## config.mk

```make
export PLATFORM = sky130hd
export DESIGN_NAME = pc_branch_ctrl
export DESIGN_NICKNAME = d
export VERILOG_FILES = /design/src/rtl/pc_branch_pkg.sv /design/src/rtl/pc_branch_cond_decode.sv /design/src/rtl/pc_branch_ctrl.sv
export SDC_FILE = /design/constraint.sdc
export NUM_CORES = 1
export LEC_CHECK = 0
export BUFFER_PORTS_ARGS = -buffer_cell sky130_fd_sc_hd__buf_2
export CELL_PAD_IN_SITES_DETAIL_PLACEMENT = 1
export CELL_PAD_IN_SITES_GLOBAL_PLACEMENT = 1
export CORE_UTILIZATION = 36
export DETAILED_ROUTE_END_ITERATION = 16
export PLACE_DENSITY = 0.93
export SLEW_MARGIN = 20
export SYNTH_ARGS = -nofsm -noshare
export SYNTH_HDL_FRONTEND = slang
export SYNTH_SLANG_ARGS = --single-unit
```

## constraint.sdc

```tcl
create_clock -name clk -period 2.6 [get_ports clk]
set_input_delay 0.26 -clock clk [delete_from_list [all_inputs] [get_ports clk]]
set_output_delay 0.26 -clock clk [all_outputs]
set_load 0.02 [all_outputs]
```

## src/rtl/pc_branch_pkg.sv

```systemverilog
// ---------------------------------------------------------------------------
// pc_branch_pkg
// Shared constants for the PC / branch control slice:
//   - RV32 conditional-branch funct3 encodings
//   - flush FSM state encoding
//   - flush counter width
// ---------------------------------------------------------------------------
package pc_branch_pkg;

   localparam logic [2:0] F3_BEQ  = 3'b000;
   localparam logic [2:0] F3_BNE  = 3'b001;
   localparam logic [2:0] F3_BLT  = 3'b100;
   localparam logic [2:0] F3_BGE  = 3'b101;
   localparam logic [2:0] F3_BLTU = 3'b110;
   localparam logic [2:0] F3_BGEU = 3'b111;

   localparam logic [0:0] S_IDLE  = 1'b0;
   localparam logic [0:0] S_FLUSH = 1'b1;

   // Flush counter width; FLUSH_CYCLES is limited to 1..15.
   localparam int FLUSH_CNT_W = 4;

endpackage

```

## src/rtl/pc_branch_cond_decode.sv

```systemverilog
// ---------------------------------------------------------------------------
// branch_cond_decode
// Purely combinational decode of a conditional branch.
// Ports:
//   funct3  in  3  branch funct3 field
//   BrEq    in  1  equality result from branch_comp
//   BrLT    in  1  less-than result from branch_comp
//   taken   out 1  branch condition satisfied
//   BrUn    out 1  comparator mode request, 1 = unsigned
//   illegal out 1  funct3 is 010 or 011 (no such branch)
// ---------------------------------------------------------------------------
module branch_cond_decode
   import pc_branch_pkg::*;
(
   input  logic [2:0] funct3,
   input  logic       BrEq,
   input  logic       BrLT,
   output logic       taken,
   output logic       BrUn,
   output logic       illegal
);

   // funct3[1] selects the unsigned variants (BLTU/BGEU); the comparator
   // needs it even before br_valid is known, so it is not gated.
   assign BrUn = funct3[1];

   always_comb begin
      taken   = 1'b0;
      illegal = 1'b0;
      case (funct3)
         F3_BEQ:  taken = BrEq;
         F3_BNE:  taken = !BrEq;
         F3_BLT:  taken = BrLT;
         F3_BGE:  taken = !BrLT;
         F3_BLTU: taken = BrLT;
         F3_BGEU: taken = !BrLT;
         default: illegal = 1'b1;   // 010 / 011
      endcase
   end

endmodule

```

## src/rtl/pc_branch_ctrl.sv

```systemverilog
// ---------------------------------------------------------------------------
// pc_branch_ctrl
// Owns the architectural PC, resolves branches from branch_comp results and
// squashes younger instructions after a redirect via a small flush FSM.
// Optional build macro: BRANCH_STATS_EN adds branch / taken-branch counters.
// Ports:
//   clk, rst             clock (rising edge), async active-high reset
//   stall                hold PC and FSM
//   br_valid, jump       current instruction is a branch / JAL(R)
//   funct3, BrEq, BrLT   branch decode inputs
//   BrUn                 unsigned compare request to branch_comp
//   target               branch/jump target
//   pc, pc_plus4         current PC (registered) and pc + 4
//   redirect             PC loads target at next edge
//   flush                registered squash of IF/ID
//   illegal_br           branch with reserved funct3
//   misalign             redirect to a target with bit 1 set
//   br_count, br_taken_count   (BRANCH_STATS_EN only) statistics
// ---------------------------------------------------------------------------
module pc_branch_ctrl
   import pc_branch_pkg::*;
#(
   parameter int              XLEN         = 32,
   parameter logic [XLEN-1:0] RESET_PC     = '0,
   parameter int              FLUSH_CYCLES = 2
) (
   input  logic            clk,
   input  logic            rst,
   input  logic            stall,
   input  logic            br_valid,
   input  logic            jump,
   input  logic [2:0]      funct3,
   input  logic            BrEq,
   input  logic            BrLT,
   output logic            BrUn,
   input  logic [XLEN-1:0] target,
   output logic [XLEN-1:0] pc,
   output logic [XLEN-1:0] pc_plus4,
   output logic            redirect,
   output logic            flush,
   output logic            illegal_br,
   output logic            misalign
`ifdef BRANCH_STATS_EN
   ,
   output logic [31:0]     br_count,
   output logic [31:0]     br_taken_count
`endif
);

   localparam logic [FLUSH_CNT_W-1:0] CNT_INIT = FLUSH_CNT_W'(FLUSH_CYCLES - 1);

   logic [XLEN-1:0]        pcReg, pcNext;
   logic [0:0]             stateReg, stateNext;
   logic [FLUSH_CNT_W-1:0] cntReg, cntNext;
   logic                   flushReg, flushNext;
   logic                   decTaken, decIllegal;
   logic                   inIdle;

   branch_cond_decode uDecode (
      .funct3  (funct3),
      .BrEq    (BrEq),
      .BrLT    (BrLT),
      .taken   (decTaken),
      .BrUn    (BrUn),
      .illegal (decIllegal)
   );

   assign inIdle   = (stateReg == S_IDLE);
   assign pc       = pcReg;
   assign pc_plus4 = pcReg + XLEN'(4);
   assign flush    = flushReg;

   // A reserved funct3 never resolves as taken, so no extra gating is
   // needed here; jump takes priority over any branch decode.
   assign redirect   = inIdle & !stall & (jump | (br_valid & decTaken));
   assign illegal_br = br_valid & !jump & decIllegal;
   assign misalign   = redirect & target[1];

   // Bit 0 is always cleared (JALR semantics); bit 1 is kept even when it
   // makes the PC misaligned -- misalign only reports it.
   always_comb begin
      pcNext = pc_plus4;
      if (redirect)
         pcNext = {target[XLEN-1:1], 1'b0};
      else if (stall)
         pcNext = pcReg;
   end

   always_comb begin
      stateNext = stateReg;
      cntNext   = cntReg;
      flushNext = flushReg;
      if (stateReg == S_IDLE) begin
         if (redirect) begin
            stateNext = S_FLUSH;
            cntNext   = CNT_INIT;
            flushNext = 1'b1;
         end
      end else if (!stall) begin
         // Stall freezes both counter and flush in this state.
         if (cntReg == '0) begin
            stateNext = S_IDLE;
            flushNext = 1'b0;
         end else begin
            cntNext = cntReg - 1'b1;
         end
      end
   end

   always_ff @(posedge clk or posedge rst) begin
      if (rst) begin
         pcReg    <= RESET_PC;
         stateReg <= S_IDLE;
         cntReg   <= '0;
         flushReg <= 1'b0;
      end else begin
         pcReg    <= pcNext;
         stateReg <= stateNext;
         cntReg   <= cntNext;
         flushReg <= flushNext;
      end
   end

`ifdef BRANCH_STATS_EN
   logic [31:0] brCountReg, brTakenCountReg;
   logic        brCountable;

   // Only branches that are actually evaluated (IDLE, not stalled) count.
   assign brCountable = inIdle & !stall & br_valid & !decIllegal;

   always_ff @(posedge clk or posedge rst) begin
      if (rst) begin
         brCountReg      <= '0;
         brTakenCountReg <= '0;
      end else begin
         if (brCountable)
            brCountReg <= brCountReg + 32'd1;
         if (brCountable & decTaken)
            brTakenCountReg <= brTakenCountReg + 32'd1;
      end
   end

   assign br_count       = brCountReg;
   assign br_taken_count = brTakenCountReg;
`endif

endmodule

```

==> qor.json, run 1 <==
{
  "outcome": {"value": "finished clean"},
  "drt.antenna.violating_nets": {"value": 0},
  "r2r-start": {"value": "stateReg"},
  "sequentialPowerShare": {"value": 30.6, "unit": "%"},
  "critical_path.startpoint_type": {"value": "register"},
  "p_clk_share": {"value": 10.7, "unit": "%"},
  "drt-vias-per-instance": {"value": 5.61},
  "totalWireLength": {"value": 8870, "unit": "um"},
  "worst_slew_margin_rel": {"value": 41.7, "unit": "%"},
  "synth.top_cell.area_share": {"value": 32.6, "unit": "%"},
  "clock_sinks": {"value": 37},
  "syn2layout_area_growth": {"value": 25.9, "unit": "%"},
  "numCtsBuffers": {"value": 5},
  "synth_seq_cells": {"value": 37},
  "fraction_of_final_layout_cells_sized_beyond_drive_strength_1": {"value": 37.4, "unit": "%"},
  "die_wd": {"value": 90.8, "unit": "um"},
  "dieHeight": {"value": 90.8, "unit": "um"},
  "drt-pass1-iter-count": {"value": 4},
  "netlist_area": {"value": 0.00284, "unit": "mm^2"},
  "tritoncts": {"value": "done"},
  "tightestPinTransition": {"value": 865, "unit": "ps"},
  "num-fill-cells": {"value": 952},
  "post_cts.resized_instances": {"value": 0},
  "clock_tree_buf_depth": {"value": 2},
  "antenna_cells_inserted": {"value": 0},
  "design.die.area": {"value": 0.00824, "unit": "mm^2"},
  "synthDistinctLibCells": {"value": 51},
  "timing.final.crit_share": {"value": 94.4, "unit": "%"},
  "yosys-top-cells-area": {"value": "dfrtp_1 (33%), xnor2_1 (8.0%), a21oi_1 (4.8%), nand3_1 (4.6%), mux2_4 (4.2%)"},
  "synth_async_sr_flop_share": {"value": 100, "unit": "%"},
  "grt_pass1_wl": {"value": 14200, "unit": "um"},
  "ff2ff_path_depth": {"value": 5},
  "synth.avg_cell_area": {"value": 8.79, "unit": "um^2"},
  "setup.reg_to_reg.worst_slack": {"value": 350, "unit": "ps"},
  "synth_enable_flop_cells": {"value": 0},
  "fin_worst_skew": {"value": 7.41, "unit": "ps"},
  "final.min_clock_period": {"value": 2450, "unit": "ps"},
  "pin_count_of_the_biggest_net_entering_global_routing": {"value": 56},
  "switching_share": {"value": 51.4, "unit": "%"},
  "synthCells": {"value": 323},
  "synth_ff_type": {"value": "dfrtp_1"},
  "comb_power_share": {"value": 58.6, "unit": "%"},
  "net-switching-power": {"value": 2220, "unit": "uW"},
  "gp_routability_congestion": {"value": 0.776},
  "critPathCaptureType": {"value": "output port"},
  "floorplan.initialDensity": {"value": 36.9, "unit": "%"},
  "antenna_found_initial": {"value": 0},
  "cp.required": {"value": 2340, "unit": "ps"},
  "tns_setup": {"value": 0, "unit": "ps"},
  "synth.yosys.seq_area_share": {"value": 32.6, "unit": "%"},
  "finalHoldViolations": {"value": 0},
  "route.detailed.wl_per_inst": {"value": 17.0, "unit": "um"},
  "detailroute.via_count": {"value": 2929},
  "post-route-drc-count": {"value": 0},
  "place_inst": {"value": 514},
  "report.final.slew_viol_count": {"value": 0},
  "internal-power": {"value": 2100, "unit": "uW"},
  "grt.total_usage": {"value": 21.1, "unit": "%"},
  "drt_first_iter_violations": {"value": 86},
  "worst-endpoint-arrival": {"value": 2190, "unit": "ps"},
  "post_cts.repair.setup_buffers": {"value": 0},
  "fin_cells": {"value": 522},
  "coreArea": {"value": 0.00769, "unit": "mm^2"},
  "achievable-frequency": {"value": 408, "unit": "MHz"},
  "post_cts_hold_buffer_count": {"value": 0},
  "synthDominantAreaCellType": {"value": "dfrtp_1"},
  "worstSkewPairLatency": {"value": 290, "unit": "ps"},
  "crit_fanout": {"value": 5},
  "hold_class": {"value": "in2async"},
  "multi_input_comb_area": {"value": 0.00176, "unit": "mm^2"},
  "core.rowCount": {"value": 32},
  "static-leakage-power": {"value": 0.00157, "unit": "uW"},
  "vdd_drop_max": {"value": 0.000577, "unit": "V"},
  "ws_path_type": {"value": "reg2out"},
  "pre_cts_ws": {"value": 303, "unit": "ps"},
  "worst_setup_hold_path_clk_slew": {"value": 80, "unit": "ps"},
  "finalSetupViolations": {"value": 0},
  "grt.overflow.total": {"value": 0},
  "dp.final_hpwl": {"value": 6540, "unit": "um"},
  "cts.root.buffer_cell": {"value": "clkbuf_8"},
  "rr_endpoint": {"value": "pc[21]"},
  "synth.yosys.warnings": {"value": 0},
  "ios": {"value": 111},
  "pwr_per_cell_area": {"value": 1210, "unit": "mW/mm^2"},
  "final-seq-area": {"value": 928, "unit": "um^2"},
  "max_cap_violations": {"value": 0},
  "layout_setup_ws": {"value": 147, "unit": "ps"},
  "ctsHtreeMaxLevel": {"value": 2},
  "nNetsFinal": {"value": 463},
  "io_buffer_count": {"value": 107},
  "first_global_vias": {"value": 2863}
}
-- critical path: stages (launching register included) --
cell and delay, ps:
dfrtp_1 460, nand3_1 200, or3_4 490, nor4_4 360
xnor2_1 190, buf_2 210
-- synth_stat cells, types with 7 or more instances --
| cell type | instances |
|---|---|
| nand2_1 | 21 |
| a21oi_1 | 27 |
| o22a_1 | 11 |
| buf_2 | 12 |
| dfrtp_1 | 37 |
| o21ai_0 | 9 |
| nand4_1 | 17 |
| mux2_4 | 8 |
| or3_1 | 8 |
| inv_1 | 12 |
| clkbuf_1 | 8 |
| nor2_1 | 12 |
| nand3_1 | 26 |
| and2_1 | 7 |
| xnor2_1 | 26 |
-- through the flow --
step | total power (uW) | util [%] | instance area, um^2 | hold WS, ps
after floorplan | 3030 | - | 2840 | 412
after global placement | 3710 | 44.5 | 3420 | 420
after detailed placement | 3830 | 44.5 | 3420 | 426
after CTS | 4320 | 45.9 | 3530 | 105
after global routing | 4610 | 46.5 | 3570 | 123
final | 4320 | 46.5 | 3570 | 82.0
-- placed cells by master, fill, tap and decap left out, types with 2 or more instances in the layout --
cell type  count
o211ai_1       3
and3_1         6
nand2_1       21
mux2_2         4
buf_2        107
o22ai_1        5
or3_1          7
xor2_1         4
nand4_1       17
buf_4         10
xnor2_1       26
and2_1         7
o21ai_0        9
a21oi_1       27
nor3_1         3
nor2_1        11
a2bb2oi_1      2
mux2i_1        6
and4_1         2
dfrtp_2        2
conb_1         2
dfrtp_1       35
inv_1         12
a21o_1         2
o221a_2        4
clkbuf_8       7
or4b_1         2
a31oi_1        5
nor4_4         2
nand3_1       26
and4_4         2
o22a_1        11
o211a_1        2
nor4_2         2
mux2_4         8
-- how the worst max path moves through the flow --
| stage | start | end | slack [ps] | cells past startpoint |
|---|---|---|---|---|
| finish | pc[3] | pc_plus4[29] | 150 | 5 |
| global route | pc[3] | pc_plus4[31] | -6 | 5 |
| CTS | pc[2] | pc_plus4[30] | 20 | 7 |
| detailed placement | funct3[0] | pc[9] | 300 | 6 |
| global placement | pc[2] | pc[26] | 380 | 7 |
| floorplan | pc[4] | pc_plus4[31] | 320 | 5 |
-- kinds of logic (layout without fill, tap and decap cells) --
kind of cell / count (synthesis) / count (layout) / share of synthesized area [%]
XOR/XNOR: 30 / 30 / 9.26
other: 1 / 2 / 0.132
flip-flops: 37 / 37 / 32.6
AND/OR/NAND/NOR: 118 / 118 / 23.6
multiplexers: 18 / 18 / 7.94
AO/OA/AOI/OAI: 76 / 76 / 18.3
buffers and inverters: 41 / 137 / 7.28
adder cells (fa/ha/maj): 2 / 2 / 0.882
-- sequential cells by signal (all words and copies together) (netlist names) --
signal	flops
flush	1
cntReg	4
stateReg	1
pc	31
-- layer usage --
metal  track usage (%)  up-vias  part of all wire [%]
met5                 0        -                     0
met4              4.63        0                  0.62
met3              4.04        5                   4.8
met2              36.3       93                    50
met1              27.5     1457                    44
li1                  -     1374                     -
-- power groups by stage --
stage	registers [uW]	logic (uW)	clock network [uW]
2_1_floorplan	1450	1580	0
3_3_place_gp	1280	2430	0
3_5_place_dp	1320	2510	0
4_1_cts	1310	2520	480
5_1_grt	1380	2730	498
6_report	1320	2530	464
-- cell type report --
class | instances | share of cell area (%)
Multi-Input combinational cell | 246 | 49.2
Inverter | 12 | 1.26
Timing Repair Buffer | 117 | 17.1
Clock inverter | 1 | 0.140
Sequential cell | 37 | 26.0
Clock buffer | 7 | 2.70
Tap cell | 102 | 3.57
No activity file was read; power rests on OpenSTA's default activity.
==> run 2: changes to the inputs <==
--- a/config.mk
+++ b/config.mk
@@ -8,9 +8,9 @@
 export BUFFER_PORTS_ARGS = -buffer_cell sky130_fd_sc_hd__buf_2
 export CELL_PAD_IN_SITES_DETAIL_PLACEMENT = 1
 export CELL_PAD_IN_SITES_GLOBAL_PLACEMENT = 1
-export CORE_UTILIZATION = 36
+export CORE_UTILIZATION = 38
 export DETAILED_ROUTE_END_ITERATION = 16
-export PLACE_DENSITY = 0.93
+export PLACE_DENSITY = 0.95
 export SLEW_MARGIN = 20
 export SYNTH_ARGS = -nofsm -noshare
 export SYNTH_HDL_FRONTEND = slang
==> constraint.sdc (replaced) <==
create_clock -name clk -period 3 [get_ports clk]
set_input_delay 0.3 -clock clk [delete_from_list [all_inputs] [get_ports clk]]
set_output_delay 0.3 -clock clk [all_outputs]
set_load 0.02 [all_outputs]
==> run 2 against run 1 <==
Net effect: first-iteration DRC count increased by 36%; core utilization up 1.7 points; global-route usage up 1.9 points; sequential cell count did not move; clock power is 14% lower; total power down 15%; critical path depth stayed put; sequential share of layout area rose by 0.52 points; critical path type unchanged; largest power group unchanged.
==> qor.json, run 2 (synthesis gave the netlist of run 1 again) <==
{
  "outcome": {"value": "finished clean", "change": "unchanged"},
  "post-layout-total-power": {"value": 3680, "unit": "uW", "change": "was 4320 uW"},
  "grt.overflow.total": {"value": 0, "change": "unchanged"},
  "die_wd": {"value": 88.4, "unit": "um", "change": "was 90.8 um"},
  "achievable-frequency": {"value": 368, "unit": "MHz"},
  "rr_endpoint": {"value": "pc[26]", "change": "was pc[21]"},
  "cp.required": {"value": 2700, "unit": "ps", "change": "was 2340 ps"},
  "setup_repair_after_global_routing_missed_its_margin": {"value": "no"},
  "static-leakage-power": {"value": 0.00153, "unit": "uW", "change": "was 0.00157 uW"},
  "worst_setup_hold_path_clk_slew": {"value": 80, "unit": "ps", "change": "about the same"},
  "post_cts.resized_instances": {"value": 0, "change": "unchanged"},
  "clock_sinks": {"value": 37, "change": "unchanged"},
  "coreArea": {"value": 0.00725, "unit": "mm^2", "change": "was 0.00769 mm^2"},
  "tritoncts": {"value": "done", "change": "unchanged"},
  "io_buffer_count": {"value": 107, "change": "unchanged"},
  "ios": {"value": 111, "change": "unchanged"},
  "comb_power_share": {"value": 58.0, "unit": "%", "change": "was 58.6%"},
  "r2r-start": {"value": "pc[3]", "change": "was stateReg"},
  "layout.cells.most_common_list": {"value": "buf_2 (107), dfrtp_1 (37), a21oi_1 (27)", "change": "was buf_2 (107), dfrtp_1 (35), a21oi_1 (27)"},
  "crit_fanout": {"value": 9, "change": "was 5"},
  "design.die.area": {"value": 0.00782, "unit": "mm^2", "change": "was 0.00824 mm^2"},
  "core.rowCount": {"value": 31, "change": "was 32"},
  "critPathCaptureType": {"value": "output port", "change": "unchanged"},
  "drt-vias-per-instance": {"value": 5.62, "change": "was 5.61"},
  "post-route-drc-count": {"value": 0, "change": "unchanged"},
  "grt.total_usage": {"value": 23.1, "unit": "%", "change": "was 21.1%"},
  "numCtsBuffers": {"value": 5, "change": "unchanged"},
  "final.min_clock_period": {"value": 2720, "unit": "ps"},
  "antenna_cells_inserted": {"value": 0, "change": "unchanged"},
  "ws_path_type": {"value": "reg2out", "change": "unchanged"},
  "nNetsFinal": {"value": 459, "change": "was 463"},
  "drt.antenna.violating_nets": {"value": 0, "change": "unchanged"},
  "post_cts_hold_buffer_count": {"value": 0, "change": "unchanged"},
  "net-switching-power": {"value": 1890, "unit": "uW", "change": "was 2220 uW"},
  "worstSkewPairLatency": {"value": 300, "unit": "ps", "change": "was 290 ps"},
  "gp_routability_congestion": {"value": 0.806, "change": "was 0.776"},
  "grt_pass1_wl": {"value": 14000, "unit": "um", "change": "was 14,200 um"},
  "switching_share": {"value": 51.4, "unit": "%", "change": "about the same"},
  "vdd_drop_max": {"value": 0.000540, "unit": "V", "change": "was 0.000577 V"},
  "route.detailed.wl_per_inst": {"value": 16.8, "unit": "um", "change": "was 17.0 um"},
  "worst-endpoint-arrival": {"value": 2420, "unit": "ps", "change": "was 2190 ps"},
  "max_cap_violations": {"value": 0, "change": "unchanged"},
  "post_cts.repair.setup_buffers": {"value": 0, "change": "unchanged"},
  "dieHeight": {"value": 88.4, "unit": "um", "change": "was 90.8 um"},
  "use_met3": {"value": 3.73, "unit": "%", "change": "was 4.04%"},
  "critical_path.startpoint_type": {"value": "register", "change": "unchanged"},
  "syn2layout_area_growth": {"value": 23.1, "unit": "%", "change": "was 25.9%"},
  "totalWireLength": {"value": 8670, "unit": "um", "change": "was 8870 um"},
  "ff2ff_path_depth": {"value": 7, "change": "was 5"},
  "layout.cells.most_common": {"value": "buf_2", "change": "unchanged"},
  "first_global_vias": {"value": 2937, "change": "was 2,863"},
  "ctsHtreeMaxLevel": {"value": 2, "change": "unchanged"},
  "fraction_of_final_layout_cells_sized_beyond_drive_strength_1": {"value": 35.3, "unit": "%", "change": "was 37.4%"},
  "cts.root.buffer_cell": {"value": "clkbuf_8", "change": "unchanged"},
  "setup.reg_to_reg.worst_slack": {"value": 740, "unit": "ps", "change": "was 350 ps"},
  "drt_first_iter_violations": {"value": 117, "change": "was 86"},
  "num-fill-cells": {"value": 915, "change": "was 952"},
  "pwr_per_cell_area": {"value": 1050, "unit": "mW/mm^2", "change": "was 1210 mW/mm^2"},
  "report.final.slew_viol_count": {"value": 0, "change": "unchanged"},
  "use_met1": {"value": 29.0, "unit": "%", "change": "was 27.5%"},
  "grt_use_met2": {"value": 40.5, "unit": "%", "change": "was 36.3%"},
  "floorplan.initialDensity": {"value": 39.1, "unit": "%", "change": "was 36.9%"},
  "finalSetupViolations": {"value": 0, "change": "unchanged"},
  "grt-busiest-layer": {"value": "met2", "change": "unchanged"},
  "antenna_found_initial": {"value": 0, "change": "unchanged"},
  "fin_worst_skew": {"value": 4.84, "unit": "ps", "change": "was 7.41 ps"},
  "internal-power": {"value": 1790, "unit": "uW", "change": "was 2100 uW"},
  "finalHoldViolations": {"value": 0, "change": "unchanged"},
  "detailroute.via_count": {"value": 2893, "change": "was 2,929"},
  "tns_setup": {"value": 0, "unit": "ps", "change": "unchanged"},
  "worst_slew_margin_rel": {"value": 45.0, "unit": "%", "change": "was 41.7%"},
  "timing.final.crit_share": {"value": 90.7, "unit": "%"},
  "sequentialPowerShare": {"value": 31.2, "unit": "%", "change": "was 30.6%"},
  "tightestPinTransition": {"value": 816, "unit": "ps", "change": "was 865 ps"},
  "largest_register_ffs": {"value": 31, "change": "unchanged"},
  "dp.final_hpwl": {"value": 6420, "unit": "um", "change": "was 6540 um"},
  "clock_tree_buf_depth": {"value": 2, "change": "unchanged"},
  "p_clk_share": {"value": 10.8, "unit": "%", "change": "was 10.7%"},
  "drt-pass1-iter-count": {"value": 4, "change": "unchanged"},
  "pin_count_of_the_biggest_net_entering_global_routing": {"value": 61, "change": "was 56"},
  "hold_class": {"value": "in2async", "change": "unchanged"}
}
run 2: cell count changes in the layout (fill, tap and decap cells not counted), sizes merged:
cell  change
buf       -4
run 2: layout make-up:
class                      count  area, um^2  share of cell area, %
sequential                    37         926                   26.5
inverter                      12        45.0                   1.29
timing repair buffer         113         581                   16.6
clock inverter                 1        5.00                  0.143
tap                           99         124                   3.55
clock buffer                   7        96.3                   2.76
multi-input combinational    246        1720                   49.1
run 2: worst max path at each step:
| stage | start | endpoint | depth (start not counted) |
|---|---|---|---|
| floorplan | pc[4] | pc_plus4[31] | 5 |
| global placement | pc[4] | pc_plus4[31] | 5 |
| detailed placement | pc[4] | pc_plus4[31] | 5 |
| CTS | pc[4] | pc_plus4[31] | 5 |
| global route | pc[3] | pc_plus4[30] | 6 |
| finish | pc[4] | pc_plus4[31] | 5 |
run 2: critical path: stages (launching register included):
cell and delay, ps:
dfrtp_1 500, nand3_1 230, or3_1 520, nor4_2 460
xor2_1 220, buf_2 190
run 2: per-stage QoR:
stage	area (um^2)	cells	utilization, %	hold slack [ps]	setup WS [ps]
5_1_grt	3490	515	48.1	156	102
2_1_floorplan	2840	324	-	452	677
3_5_place_dp	3390	507	46.7	455	579
6_report	3490	515	48.1	114	280
3_3_place_gp	3390	507	46.7	449	644
4_1_cts	3490	515	48.1	137	249
run 2: power by group through the flow:
stage | Sequential, uW | Clock (uW) | Combinational, uW
after floorplan | 1260 | 0 | 1370
after global placement | 1120 | 0 | 2070
after detailed placement | 1160 | 0 | 2140
after CTS | 1150 | 407 | 2150
after global routing | 1200 | 426 | 2320
final | 1150 | 397 | 2130
run 2: routing by layer:
layer / share of wire (%) / up-vias
met5: 0 / -
met4: 1.9 / 0
met3: 4.1 / 15
met2: 50 / 90
met1: 44 / 1417
li1: - / 1371
==> run 3: changes to the inputs <==
--- a/config.mk
+++ b/config.mk
@@ -8,9 +8,9 @@
 export BUFFER_PORTS_ARGS = -buffer_cell sky130_fd_sc_hd__buf_2
 export CELL_PAD_IN_SITES_DETAIL_PLACEMENT = 1
 export CELL_PAD_IN_SITES_GLOBAL_PLACEMENT = 1
-export CORE_UTILIZATION = 38
+export CORE_UTILIZATION = 36
 export DETAILED_ROUTE_END_ITERATION = 16
-export PLACE_DENSITY = 0.95
+export PLACE_DENSITY = 0.93
 export SLEW_MARGIN = 20
 export SYNTH_ARGS = -nofsm -noshare
 export SYNTH_HDL_FRONTEND = slang
==> constraint.sdc (replaced) <==
create_clock -name clk -period 2.8 [get_ports clk]
set_input_delay 0.28 -clock clk [delete_from_list [all_inputs] [get_ports clk]]
set_output_delay 0.28 -clock clk [all_outputs]
set_load 0.02 [all_outputs]
==> run 3 against run 2 <==
Net effect: sequential cell count unchanged; setup slack worse by 78 ps; combinational power up 8%; clock skew up 4.1 ps; clock power up 23%; sequential power up 8%; final cell count up 0.58%; clock-buffer cell count down 2; first-iteration DRC count up 1.7%; sequential share of layout area down 0.30 points; critical path type unchanged; critical endpoint unchanged; largest power group unchanged.
==> qor.json, run 3 (synthesis gave the netlist of run 1 again) <==
{
  "tightestPinTransition": {"value": 829, "unit": "ps", "change": "was 816 ps"},
  "kind_of_cell_adding_the_most_delay_to_the_critical_path": {"value": "simple AND/OR/NAND/NOR gates", "change": "unchanged"},
  "detailroute.via_count": {"value": 2858, "change": "was 2,893"},
  "drt-pass1-iter-count": {"value": 4, "change": "unchanged"},
  "tns_setup": {"value": 0, "unit": "ps", "change": "unchanged"},
  "cp.required": {"value": 2520, "unit": "ps", "change": "was 2700 ps"},
  "core.rowCount": {"value": 32, "change": "was 31"},
  "ws_path_type": {"value": "reg2out", "change": "unchanged"},
  "grt.total_usage": {"value": 22.3, "unit": "%", "change": "was 23.1%"},
  "floorplan.initialDensity": {"value": 36.9, "unit": "%", "change": "was 39.1%"},
  "first_global_vias": {"value": 2991, "change": "was 2,937"},
  "utilization": {"value": 46.0, "unit": "%", "change": "was 48.1%"},
  "die_wd": {"value": 90.8, "unit": "um", "change": "was 88.4 um"},
  "drt_first_iter_violations": {"value": 119, "change": "was 117"},
  "timing.final.crit_share": {"value": 92.8, "unit": "%"},
  "post-route-drc-count": {"value": 0, "change": "unchanged"},
  "grt.overflow.total": {"value": 0, "change": "unchanged"},
  "dp.final_hpwl": {"value": 6630, "unit": "um", "change": "was 6420 um"},
  "postPlaceCellArea": {"value": 0.00339, "unit": "mm^2", "change": "about the same"},
  "max_cap_violations": {"value": 0, "change": "unchanged"},
  "grt_pass1_wl": {"value": 15000, "unit": "um", "change": "was 14,000 um"},
  "antenna_cells_inserted": {"value": 0, "change": "unchanged"},
  "outcome": {"value": "finished clean", "change": "unchanged"},
  "tritoncts": {"value": "done", "change": "unchanged"},
  "worst-path-buf-inv": {"value": 1, "change": "unchanged"},
  "worstSkewPairLatency": {"value": 290, "unit": "ps", "change": "was 300 ps"},
  "largest_register_ffs": {"value": 31, "change": "unchanged"},
  "totalWireLength": {"value": 9030, "unit": "um", "change": "was 8670 um"},
  "dieHeight": {"value": 90.8, "unit": "um", "change": "was 88.4 um"},
  "timing.critical_path.cells": {"value": "and4_4 > nand4_1 > nor4_4 > xor2_1 > buf_2", "change": "was nand3_1 > or3_1 > nor4_2 > xor2_1 > buf_2"},
  "worst_setup_hold_path_clk_slew": {"value": 90, "unit": "ps", "change": "was 80 ps"},
  "critPathCaptureType": {"value": "output port", "change": "unchanged"},
  "report.final.slew_viol_count": {"value": 0, "change": "unchanged"},
  "hold_class": {"value": "in2async", "change": "unchanged"},
  "fraction_of_final_layout_cells_sized_beyond_drive_strength_1": {"value": 36.1, "unit": "%", "change": "was 35.3%"},
  "critical_path.startpoint_type": {"value": "register", "change": "unchanged"},
  "worst_path_max_delay_cell": {"value": "dfrtp_1", "change": "was or3_1"},
  "cts.root.buffer_cell": {"value": "clkbuf_8", "change": "unchanged"},
  "syn2layout_area_growth": {"value": 24.6, "unit": "%", "change": "was 23.1%"},
  "clock_tree_buf_depth": {"value": 2, "change": "unchanged"},
  "worst_slew_margin_rel": {"value": 44.2, "unit": "%", "change": "was 45.0%"},
  "crit_fanout": {"value": 13, "change": "was 9"},
  "finalInstanceArea": {"value": 0.00354, "unit": "mm^2", "change": "was 0.00349 mm^2"},
  "setup_repair_after_global_routing_missed_its_margin": {"value": "no", "change": "unchanged"},
  "layout.cells.most_common": {"value": "buf_2", "change": "unchanged"},
  "final.min_clock_period": {"value": 2600, "unit": "ps"},
  "pre_cts_ws": {"value": 366, "unit": "ps", "change": "was 579 ps"},
  "route.detailed.wl_per_inst": {"value": 17.4, "unit": "um", "change": "was 16.8 um"},
  "io_buffer_count": {"value": 107, "change": "unchanged"},
  "layout_setup_ws": {"value": 202, "unit": "ps", "change": "was 280 ps"},
  "static-leakage-power": {"value": 0.00155, "unit": "uW", "change": "was 0.00153 uW"},
  "design.die.area": {"value": 0.00824, "unit": "mm^2", "change": "was 0.00782 mm^2"},
  "drt.antenna.violating_nets": {"value": 0, "change": "unchanged"},
  "achievable-frequency": {"value": 385, "unit": "MHz"},
  "layout.cells.most_common_list": {"value": "buf_2 (107), dfrtp_1 (36), a21oi_1 (27)", "change": "was buf_2 (107), dfrtp_1 (37), a21oi_1 (27)"},
  "ctsHtreeMaxLevel": {"value": 2, "change": "unchanged"},
  "finalHoldViolations": {"value": 0, "change": "unchanged"},
  "drt-vias-per-instance": {"value": 5.52, "change": "was 5.62"},
  "vdd_drop_max": {"value": 0.000569, "unit": "V", "change": "was 0.000540 V"},
  "fin_cells": {"value": 518, "change": "was 515"},
  "numCtsBuffers": {"value": 5, "change": "unchanged"},
  "place_inst": {"value": 510, "change": "was 507"},
  "nNetsFinal": {"value": 459, "change": "unchanged"},
  "ios": {"value": 111, "change": "unchanged"},
  "coreArea": {"value": 0.00769, "unit": "mm^2", "change": "was 0.00725 mm^2"},
  "gp_routability_congestion": {"value": 0.737, "change": "was 0.806"},
  "clock_sinks": {"value": 37, "change": "unchanged"},
  "fin_worst_skew": {"value": 8.95, "unit": "ps", "change": "was 4.84 ps"},
  "finalSetupViolations": {"value": 0, "change": "unchanged"},
  "pwr_per_cell_area": {"value": 1140, "unit": "mW/mm^2", "change": "was 1050 mW/mm^2"},
  "worst-endpoint-arrival": {"value": 2320, "unit": "ps", "change": "was 2420 ps"},
  "pin_count_of_the_biggest_net_entering_global_routing": {"value": 61, "change": "unchanged"},
  "post_cts.repair.setup_buffers": {"value": 0, "change": "unchanged"},
  "cp_slowest_stage_delay": {"value": 630, "unit": "ps", "change": "was 520 ps"},
  "antenna_found_initial": {"value": 0, "change": "unchanged"}
}
[run 3: power by group]
part           internal (uW)  leakage, uW  switching, uW
Combinational            906      0.00108           1400
Clock                    267    0.0000543            220
Sequential               788     0.000419            456
[run 3: final timing paths]
| check | startpoint | to | slack, ps | depth (start not counted) |
|---|---|---|---|---|
| setup / recovery | pc[9] | pc_plus4[31] | 200 | 5 |
| hold / removal | rst | pc[27] | 100 | 3 |
| setup reg to reg | pc[2] | pc[26] | 480 | 7 |
| hold reg to reg | cntReg[1] | cntReg[1] | 520 | 1 |
| max in group asynchronous | rst | pc[4] | 2320 | 3 |
| min in group clk | target[29] | pc[29] | 230 | 3 |
[run 3: what timing repair did]
action,4_1_cts,5_1_grt
setup endpoints to repair,0,4
gates resized for setup,0,5
hold buffers,0,0
hold endpoints to repair,0,0
[run 3: layer usage]
metal | GRT usage [%] | routed length [um] | vias up | part of all wire, %
met5 | 0 | 0 | - | 0
met4 | 3.44 | 79 | 0 | 0.88
met3 | 3.96 | 366 | 7 | 4.1
met2 | 39.4 | 4580 | 73 | 51
met1 | 28.8 | 4000 | 1409 | 44
li1 | - | - | 1369 | -
[run 3: cell type report]
class | count | area [um^2]
clock inverter | 3 | 46.3
sequential | 37 | 927
clock buffer | 5 | 68.8
inverter | 12 | 45.0
tap | 102 | 128
fill | 972 | 4150
timing repair buffer | 113 | 581
multi-input combinational | 246 | 1740
[run 3: worst register-to-register path: stages, from the launching register on]
cell     delay (ps)
dfrtp_1         430
ha_1            310
nand4_1         240
nor4_2          230
buf_4           240
nand3_1         150
or4b_1          510
o211a_1         120
[run 3: through the flow]
step                      power (uW)  hold slack (ps)
after floorplan                 2820              432
after global placement          3430              439
after detailed placement        3550              448
final                           4040              102
after CTS                       4050              123
after global routing            4330              151
